## src/rtl/uart_tx_queue_pkg.sv

```systemverilog
// Shared UART definitions: baud divider, default completion timeout and the
// transmit-queue controller state encodings.
package uart_tx_queue_pkg;

  localparam int CLOCK_DIVIDE    = 104;  // 12 MHz / 115200 baud
  localparam int TIMEOUT_DEFAULT = 4095;

  typedef enum logic [1:0] {
    ST_IDLE       = 2'd0,
    ST_SEND       = 2'd1,
    ST_WAIT_DONE  = 2'd2,
    ST_WAIT_CLEAR = 2'd3
  } tx_state_t;

endpackage

```

## src/rtl/sync_fifo16.sv

```systemverilog
// 16-bit synchronous FIFO; pushes at full and pops at empty are ignored.
module sync_fifo16 #(
  parameter int DEPTH = 8
) (
  input  logic        clk,
  input  logic        reset,
  input  logic        push,
  input  logic [15:0] push_data,
  input  logic        pop,
  output logic [15:0] head,
  output logic        full,
  output logic        empty,
  output logic [4:0]  count
);

  localparam int AW = (DEPTH > 1) ? $clog2(DEPTH) : 1;

  logic [15:0]   mem [DEPTH];
  logic [AW-1:0] wr_ptr, rd_ptr;
  logic          wr_en, rd_en;

  assign wr_en = push && !full;
  assign rd_en = pop && !empty;

  // DEPTH is a power of two, so pointer overflow wraps modulo DEPTH
  always_ff @(posedge clk) begin
    if (reset) begin
      wr_ptr <= '0;
      rd_ptr <= '0;
      count  <= '0;
    end else begin
      if (wr_en) wr_ptr <= wr_ptr + 1'b1;
      if (rd_en) rd_ptr <= rd_ptr + 1'b1;
      unique case ({wr_en, rd_en})
        2'b10:   count <= count + 5'd1;
        2'b01:   count <= count - 5'd1;
        default: ;
      endcase
    end
  end

  always_ff @(posedge clk) begin
    if (wr_en) mem[wr_ptr] <= push_data;
  end

  assign head  = mem[rd_ptr];
  assign full  = (count == 5'(DEPTH));
  assign empty = (count == 5'd0);

endmodule

```

## src/rtl/uart_tx_queue.sv

```systemverilog
// Word queue in front of a byte UART: hands one 16-bit word per SEND strobe and
// waits for the UART's done handshake (or a timeout) before the next.
module uart_tx_queue
  import uart_tx_queue_pkg::*;
#(
  parameter int DEPTH   = 8,
  parameter int TIMEOUT = TIMEOUT_DEFAULT
) (
  input  logic        clk,
  input  logic        reset,
  input  logic        push,
  input  logic [15:0] push_data,
  output logic        full,
  output logic        empty,
  output logic [4:0]  count,
  output logic        busy,
  output logic        overflow,
  output logic        timeout_err,
  output logic        uart_in_and_send,
  output logic [15:0] uart_data,
  output logic        data_oe,
  input  logic        uart_done
);

  localparam logic [11:0] TO_LAST = 12'(TIMEOUT - 1);

  tx_state_t   state_q, state_d;
  logic [11:0] wait_cnt;
  logic [15:0] last_word, head;
  logic        send, timeout_hit;

  sync_fifo16 #(.DEPTH(DEPTH)) fifo (
    .clk       (clk),
    .reset     (reset),
    .push      (push),
    .push_data (push_data),
    .pop       (send),
    .head      (head),
    .full      (full),
    .empty     (empty),
    .count     (count)
  );

  // Counter reaches TIMEOUT on the same edge that abandons the word
  assign timeout_hit = (state_q == ST_WAIT_DONE) && !uart_done && (wait_cnt == TO_LAST);

  always_ff @(posedge clk) begin
    if (reset) state_q <= ST_IDLE;
    else       state_q <= state_d;
  end

  always_comb begin
    state_d = state_q;
    unique case (state_q)
      ST_IDLE:       if (count != 5'd0 && !uart_done) state_d = ST_SEND;
      ST_SEND:       state_d = ST_WAIT_DONE;
      ST_WAIT_DONE:  if (uart_done) state_d = ST_WAIT_CLEAR;
                     else if (timeout_hit) state_d = ST_IDLE;
      ST_WAIT_CLEAR: if (!uart_done) state_d = ST_IDLE;
      default:       state_d = ST_IDLE;
    endcase
  end

  always_comb begin
    send             = (state_q == ST_SEND);
    uart_in_and_send = send;
    data_oe          = send;
    uart_data        = send ? head : last_word;
  end

  always_ff @(posedge clk) begin
    if (reset) begin
      wait_cnt    <= '0;
      last_word   <= '0;
      overflow    <= 1'b0;
      timeout_err <= 1'b0;
    end else begin
      wait_cnt <= (state_q == ST_WAIT_DONE) ? wait_cnt + 12'd1 : 12'd0;
      if (send)         last_word   <= head;
      if (push && full) overflow    <= 1'b1;
      if (timeout_hit)  timeout_err <= 1'b1;
    end
  end

  assign busy = (state_q != ST_IDLE) || (count != 5'd0);

endmodule

```

## config.mk

```make
export PLATFORM = sky130hd
export DESIGN_NAME = uart_tx_queue
export DESIGN_NICKNAME = d
export VERILOG_FILES = /design/src/rtl/uart_tx_queue_pkg.sv /design/src/rtl/sync_fifo16.sv /design/src/rtl/uart_tx_queue.sv
export SDC_FILE = /design/constraint.sdc
export NUM_CORES = 1
export LEC_CHECK = 0
export CORE_MARGIN = 4
export CORE_UTILIZATION = 40
export DETAILED_ROUTE_END_ITERATION = 16
export SLEW_MARGIN = 30
export SYNTH_ARGS = -nofsm -noshare
export SYNTH_HDL_FRONTEND = slang
export SYNTH_SLANG_ARGS = --single-unit
```

## constraint.sdc

```tcl
create_clock -name clk -period 7.35 [get_ports clk]
set_clock_uncertainty 0.2 [all_clocks]
set_input_delay 1.47 -clock clk [delete_from_list [all_inputs] [get_ports clk]]
set_output_delay 1.47 -clock clk [all_outputs]
set_load 0.05 [all_outputs]
```

* Word-level counts from Yosys, hierarchy flattened
Memory sizes are Yosys's and may differ from the RTL's. A register that Yosys moved wholly into a read port is not among the register bits.
Cells that the tools add are included.
** Storage, ports and cells
- Flip-flop bits (word level) :: 43
- Memory bits (writable) :: 128
- Output and inout port bits :: 28
- Memories kept :: 1
** Operators by class
- Add/subtract/negate cells :: 5
- Equality and inequality tests :: 10
- Muxes and demuxes :: 11
- Bitwise operators :: 1
- Reductions and logical operators :: 17
** Memory list
- fifo.mem :: depth 8, bits a word 16, read ports 1, clocked after memory_dff 1, write ports 1, line sync_fifo16.sv:18 : logic [15:0] mem [DEPTH];
** Operator list (number)
- $mux 16 :: 1
- $add 12x1->12 const B :: 1
- $eq 12x12->1 const B :: 1
- $pmux 5 s2 :: 1
- $mux 2 :: 4
- $pmux 2 s4 :: 1
- $add 3x1->3 const B :: 2
- $eq 2x2->1 const B :: 3
- $logic_and 1x1->1 :: 6
- $mux 3 :: 2
- $add 5x1->5 const B :: 1
- $eq 5x4->1 const B :: 1
- $logic_not 5->1 :: 1
- $reduce_bool 5->1 :: 1
- $sub 5x1->5 const B :: 1
- $eq 2x1->1 const B :: 2
- $ne 2x2->1 const B :: 2
- $reduce_bool 2->1 :: 2
- $logic_not 1->1 :: 3
- $ne 3x3->1 const B :: 1
- $reduce_and 3->1 :: 1
- $logic_not 2->1 :: 1
- $mux 1 :: 2
- $reduce_or 2->1 :: 1
- other kinds (2) :: 2

* Logic depth before layout (Yosys ltp)
- Word-level depth :: 6
- Depth in mapped cells :: 12
- Depth with buffers taken out :: 10

* Cells and area by module
From an unflattened synthesis, not the netlist that was laid out.
** Unflattened totals
- Cells, all modules :: 413
- Area, all modules :: 6971.7 sq um
** Modules (own cells, without submodules)
- sync_fifo16 :: times used 1, cells an instance 278, area each 5601.6 sq um, sequential area each 4124.0 sq um
- uart_tx_queue :: times used 1, cells an instance 135, area each 1370.1 sq um, sequential area each 640.6 sq um

* Worst setup path after synthesis
Ideal clock, no wire load.
- Path type :: reg-to-output
- Start :: reg fifo.count[0]
- End :: out busy
- Arrival :: 2.473 ns
- Required time :: 5.680 ns
- Path slack :: 3.207 ns
- Stages on the path, launching flop included :: 5
- Cell sequence :: dfxtp_1 -> or4_1 -> buf_2 -> nor2_1 -> nand2_1
** On the way
- Cells in the longest elaborated chain, start to end :: 2
** Ends and longest elaborated chain
- from (decl) :: line sync_fifo16.sv:13 : output logic [4:0] count
- from (signal assigned) :: line sync_fifo16.sv:35 : 2'b10: count <= count + 5'd1;
- from (signal assigned) :: line sync_fifo16.sv:36 : 2'b01: count <= count - 5'd1;
- $reduce_bool 5->1 :: line uart_tx_queue.sv:85 : assign busy = (state_q != ST_IDLE) || (count != 5'd0);
- $logic_or 1x1->1 :: line uart_tx_queue.sv:85
- to (decl) :: line uart_tx_queue.sv:16 : output logic busy,
No other way between the ends.

* Final worst setup path
- Start :: reg state_q[0]
- End :: out uart_data[14]
** On the way
- Cells in the longest elaborated chain, start to end :: 2
** Ends and longest elaborated chain
- from (decl) :: line uart_tx_queue.sv:27 : tx_state_t state_q, state_d;
- from (signal assigned) :: line uart_tx_queue.sv:49 : else state_q <= state_d;
- $eq 2x1->1 :: line uart_tx_queue.sv:65 : send = (state_q == ST_SEND);
- $mux 16
- to (decl) :: line uart_tx_queue.sv:20 : output logic [15:0] uart_data,
No other way between the ends.

==> reports/summary.md <==
The run finished with clean final reports. TritonCTS created 17 clock buffers. The floorplan step defined a die boundary enclosing 0.0190 mm2. In this run the most critical hold path is launched from overflow. The endpoint identified for the worst register-to-register timing path is fifo.count[4]. The first global-routing pass estimated 20.3 mm of wire. The run gives 0 as the remaining antenna violation count after routing. Start of the worst register-to-register path: fifo.count[4]. The number of global-route vias before repair was 3639. In this run the tool buffered the top-level ports with 47 buffer cells. Before antenna repair, the detailed router went through 4 iterations. Entering global routing, the biggest net connects 40 pins. In this run the worst hold path is classified as reg -> reg. The final clock period utilization by the worst path was 67.4%.

The clock latency reported for the late side of the worst-skew pair was 0.42 ns. In the final design database the tool counted 514 nets. The most common cell after layout, fill and taps aside was sky130_fd_sc_hd__edfxtp_1. The run gives 5.68 ns as the critical path data required time.

The worst hold path depth was 2; the average size of a mapped cell was 15.6 um2. The number of cells on the worst reg-to-reg path is 9. Dividing the detail-routed via count by the number of cells gives 5.21. STA classifies the critical path endpoint as an output port. Global routing consumed, on the met2 layer, 23.7% of the routing resources.

The worst-case hold path end point is overflow. Setup repair after global routing left no endpoint under its margin. For this run the aggregate overflow at the end of global routing stands at 0.

Count of state elements after synthesis: 174. The post-CTS clock slew at the launch and capture registers of the worst setup and hold paths is 0.07 ns, and the y dimension of the die is 138 um. TritonCTS built the clock tree.

Across every metal layer, demand over resource in global routing totals 14.8%. After filler insertion, the fill cell instance count of the layout stands at 1354. The worst setup path is launched from a register.

The initialized floorplan defines 47 standard-cell rows. For this design, the CTS-stage hold fixing added 0 buffers. The effective utilization at floorplan is 40.8%, and the met1 track demand over resource is 19.4%.

The H-tree generated during clock tree synthesis spans 4 levels. Headroom to the max-slew limit came out at 38.5%. Summing internal, switching and leakage power gives 2.75 mW.

Across the run, the number of max-cap violations was 0. For this run, the register share of the synthesized area comes to 70.7%. The actual transition at the worst max-transition pin came out at 0.922 ns.

The tools report the leakage power as 2.61 nW. 48 I/O pins were placed. The clock period could shrink to 4.96 ns. The DRC violation count after routing was 0; the HPWL reported at the end of detailed placement was 8.07 mm. The setup check on the worst reg-to-reg path leaves a slack of 3.84 ns.

The cell at the root of the clock tree is sky130_fd_sc_hd__clkbuf_16. The number of antenna diodes in the final layout is 0. The total wirelength of the detailed-routed design is 13.4 mm, and the ratio of total power to cell area is 339 mW/mm2.

Based on the critical path, the design can be clocked at up to 202 MHz. In this run, distinct cell masters in the synthesized netlist total 36. The tree built by TritonCTS fans out to 174 sinks.

OpenSTA, run right after detailed placement, puts the worst setup slack at 2.37 ns. The logs give 0.0165 mm2 for the core outline area and 0 for the setup violation total in the final timing report. Relative to the synthesized area, the layout overhead comes to 20.3%. The endpoint arrival time on the critical path is 3.29 ns, and the share of final-layout standard cells stronger than drive strength 1 is 16.8%. The post-synth design cell area is 0.00674 mm2, and the average wire length per cell after detail routing is 18.6 um. The most utilized layer in the global route result is met2. The logs give 2 for the number of buffers on the longest clock path and 0 for the final count of pins violating max slew. Number of failing hold endpoints at the final stage: 0.

Setup total negative slack on the finished layout was measured at 0 ns. The run gives 459 as the synthesized net count. In this run the worst path has a maximum fanout of 22.

The peak supply drop came out at 226 uV. The path type of the worst setup path is reg -> out. Number of resized instances in the post-cts repair step: 0. The initial antenna violation count is 0, and the violation count after the first detailed-routing iteration is 205. The top cell types in the final layout, fill and taps aside, are 128 x sky130_fd_sc_hd__edfxtp_1, 62 x sky130_fd_sc_hd__nor2_1, 47 x sky130_fd_sc_hd__clkdlybuf4s50_1, 44 x sky130_fd_sc_hd__dfxtp_1, 32 x sky130_fd_sc_hd__mux4_2. Total number of vias: 3748. The global placement routability congestion is 0.690, and the die extent in x is 138 um. For this run, global-route usage on met3 was measured as 4.60%. The logs give 0 for the number of synthesis warnings and 2.39 ns for the final worst-path setup slack. The count of mapped cells out of synthesis is 431. Post-CTS setup buffer count: 0.
-- kinds of logic after synthesis --
| kind of cell | share of synthesized area [%] |
|---|---|
| xor gates and xnor gates | 1.82 |
| buffers and inverters | 1.88 |
| and+or+nand+nor | 9.40 |
| adders and majority gates | 1.49 |
| DFF | 70.7 |
| muxes | 11.1 |
| AOI/OAI and AO/OA | 3.53 |
-- power breakdown --
| part | total [mW] | internal [mW] | switching [mW] |
|---|---|---|---|
| Clock | 0.863 | 0.483 | 0.380 |
| Combinational | 0.722 | 0.257 | 0.465 |
| Sequential | 1.16 | 1.12 | 0.0422 |
-- flip-flops by register name (all words and copies together), names as in the netlist, named ones only --
register	count
state_q	2
wait_cnt	12
fifo.rd_ptr	3
last_word	16
fifo.mem	128
fifo.count	5
timeout_err	1
fifo.wr_ptr	3
overflow	1
-- worst max-delay path: stages (launching register included) --
cell	delay (ns)
sky130_fd_sc_hd__dfxtp_1	0.39
sky130_fd_sc_hd__nor2b_4	0.57
sky130_fd_sc_hd__nand2b_1	0.65
sky130_fd_sc_hd__o22ai_1	0.43
sky130_fd_sc_hd__nor2_1	0.10
sky130_fd_sc_hd__clkdlybuf4s50_1	0.72
-- layer usage --
layer / vias to the layer above / wire length [um] / share of wire (%)
met4: 0 / 167 / 1.3
li1: 1758 / - / -
met1: 1897 / 5960 / 45
met5: - / 0 / 0
met3: 15 / 641 / 4.8
met2: 78 / 6590 / 49
-- cell usage after synthesis, drive strengths merged --
library cell	instances	area share, %
or4b	1	0.15
o22ai	17	1.6
nand2b	6	0.56
inv	8	0.45
edfxtp	128	57
nor4	3	0.28
nand3	6	0.45
nor2	62	3.5
a221oi	2	0.26
nand4	4	0.37
nor3b	2	0.22
o221ai	1	0.13
o21ai	7	0.74
nand2	12	0.67
nor3	26	1.9
or4	3	0.33
mux2i	3	0.45
ha	8	1.5
nor2b	1	0.093
clkbuf	9	0.50
or2	1	0.093
a21oi	8	0.59
xor2	6	0.78
buf	12	0.93
nand4bb	1	0.17
dfxtp	46	14
or3b	1	0.13
mux4	32	11
xnor2	8	1.0
o211ai	2	0.22
nand4b	1	0.13
or3	4	0.37
-- worst max-delay path by stage --
stage	to	depth (start not counted)	slack (ns)	startpoint
2_1_floorplan	busy	4	3.21	fifo.count[0]
4_1_cts	uart_data[1]	5	1.92	state_q[0]
3_3_place_gp	uart_data[14]	5	2.52	state_q[0]
5_1_grt	uart_data[5]	5	2.21	state_q[0]
6_report	uart_data[14]	5	2.39	state_q[0]
3_5_place_dp	uart_data[1]	5	2.37	state_q[0]
-- final cells by class --
type                       instances  area, um2  area share, %
multi-input combinational        228       1900           23.4
tap                              220        275           3.40
clock inverter                    13        129           1.59
timing repair buffer              57        561           6.92
clock buffer                      19        443           5.47
sequential                       174       4770           58.8
inverter                           8       30.0          0.371
-- per-stage QoR --
step	instance area [um2]	hold WS [ns]	utilization, %	cells
floorplan	6740	0.241	-	431
global placement	7490	0.255	45.3	685
detailed placement	7530	0.263	45.6	687
CTS	8100	0.279	49.0	719
global route	8100	0.318	49.0	719
finish	8100	0.270	49.0	719
Note: power is estimated with default switching activity, not from simulation.
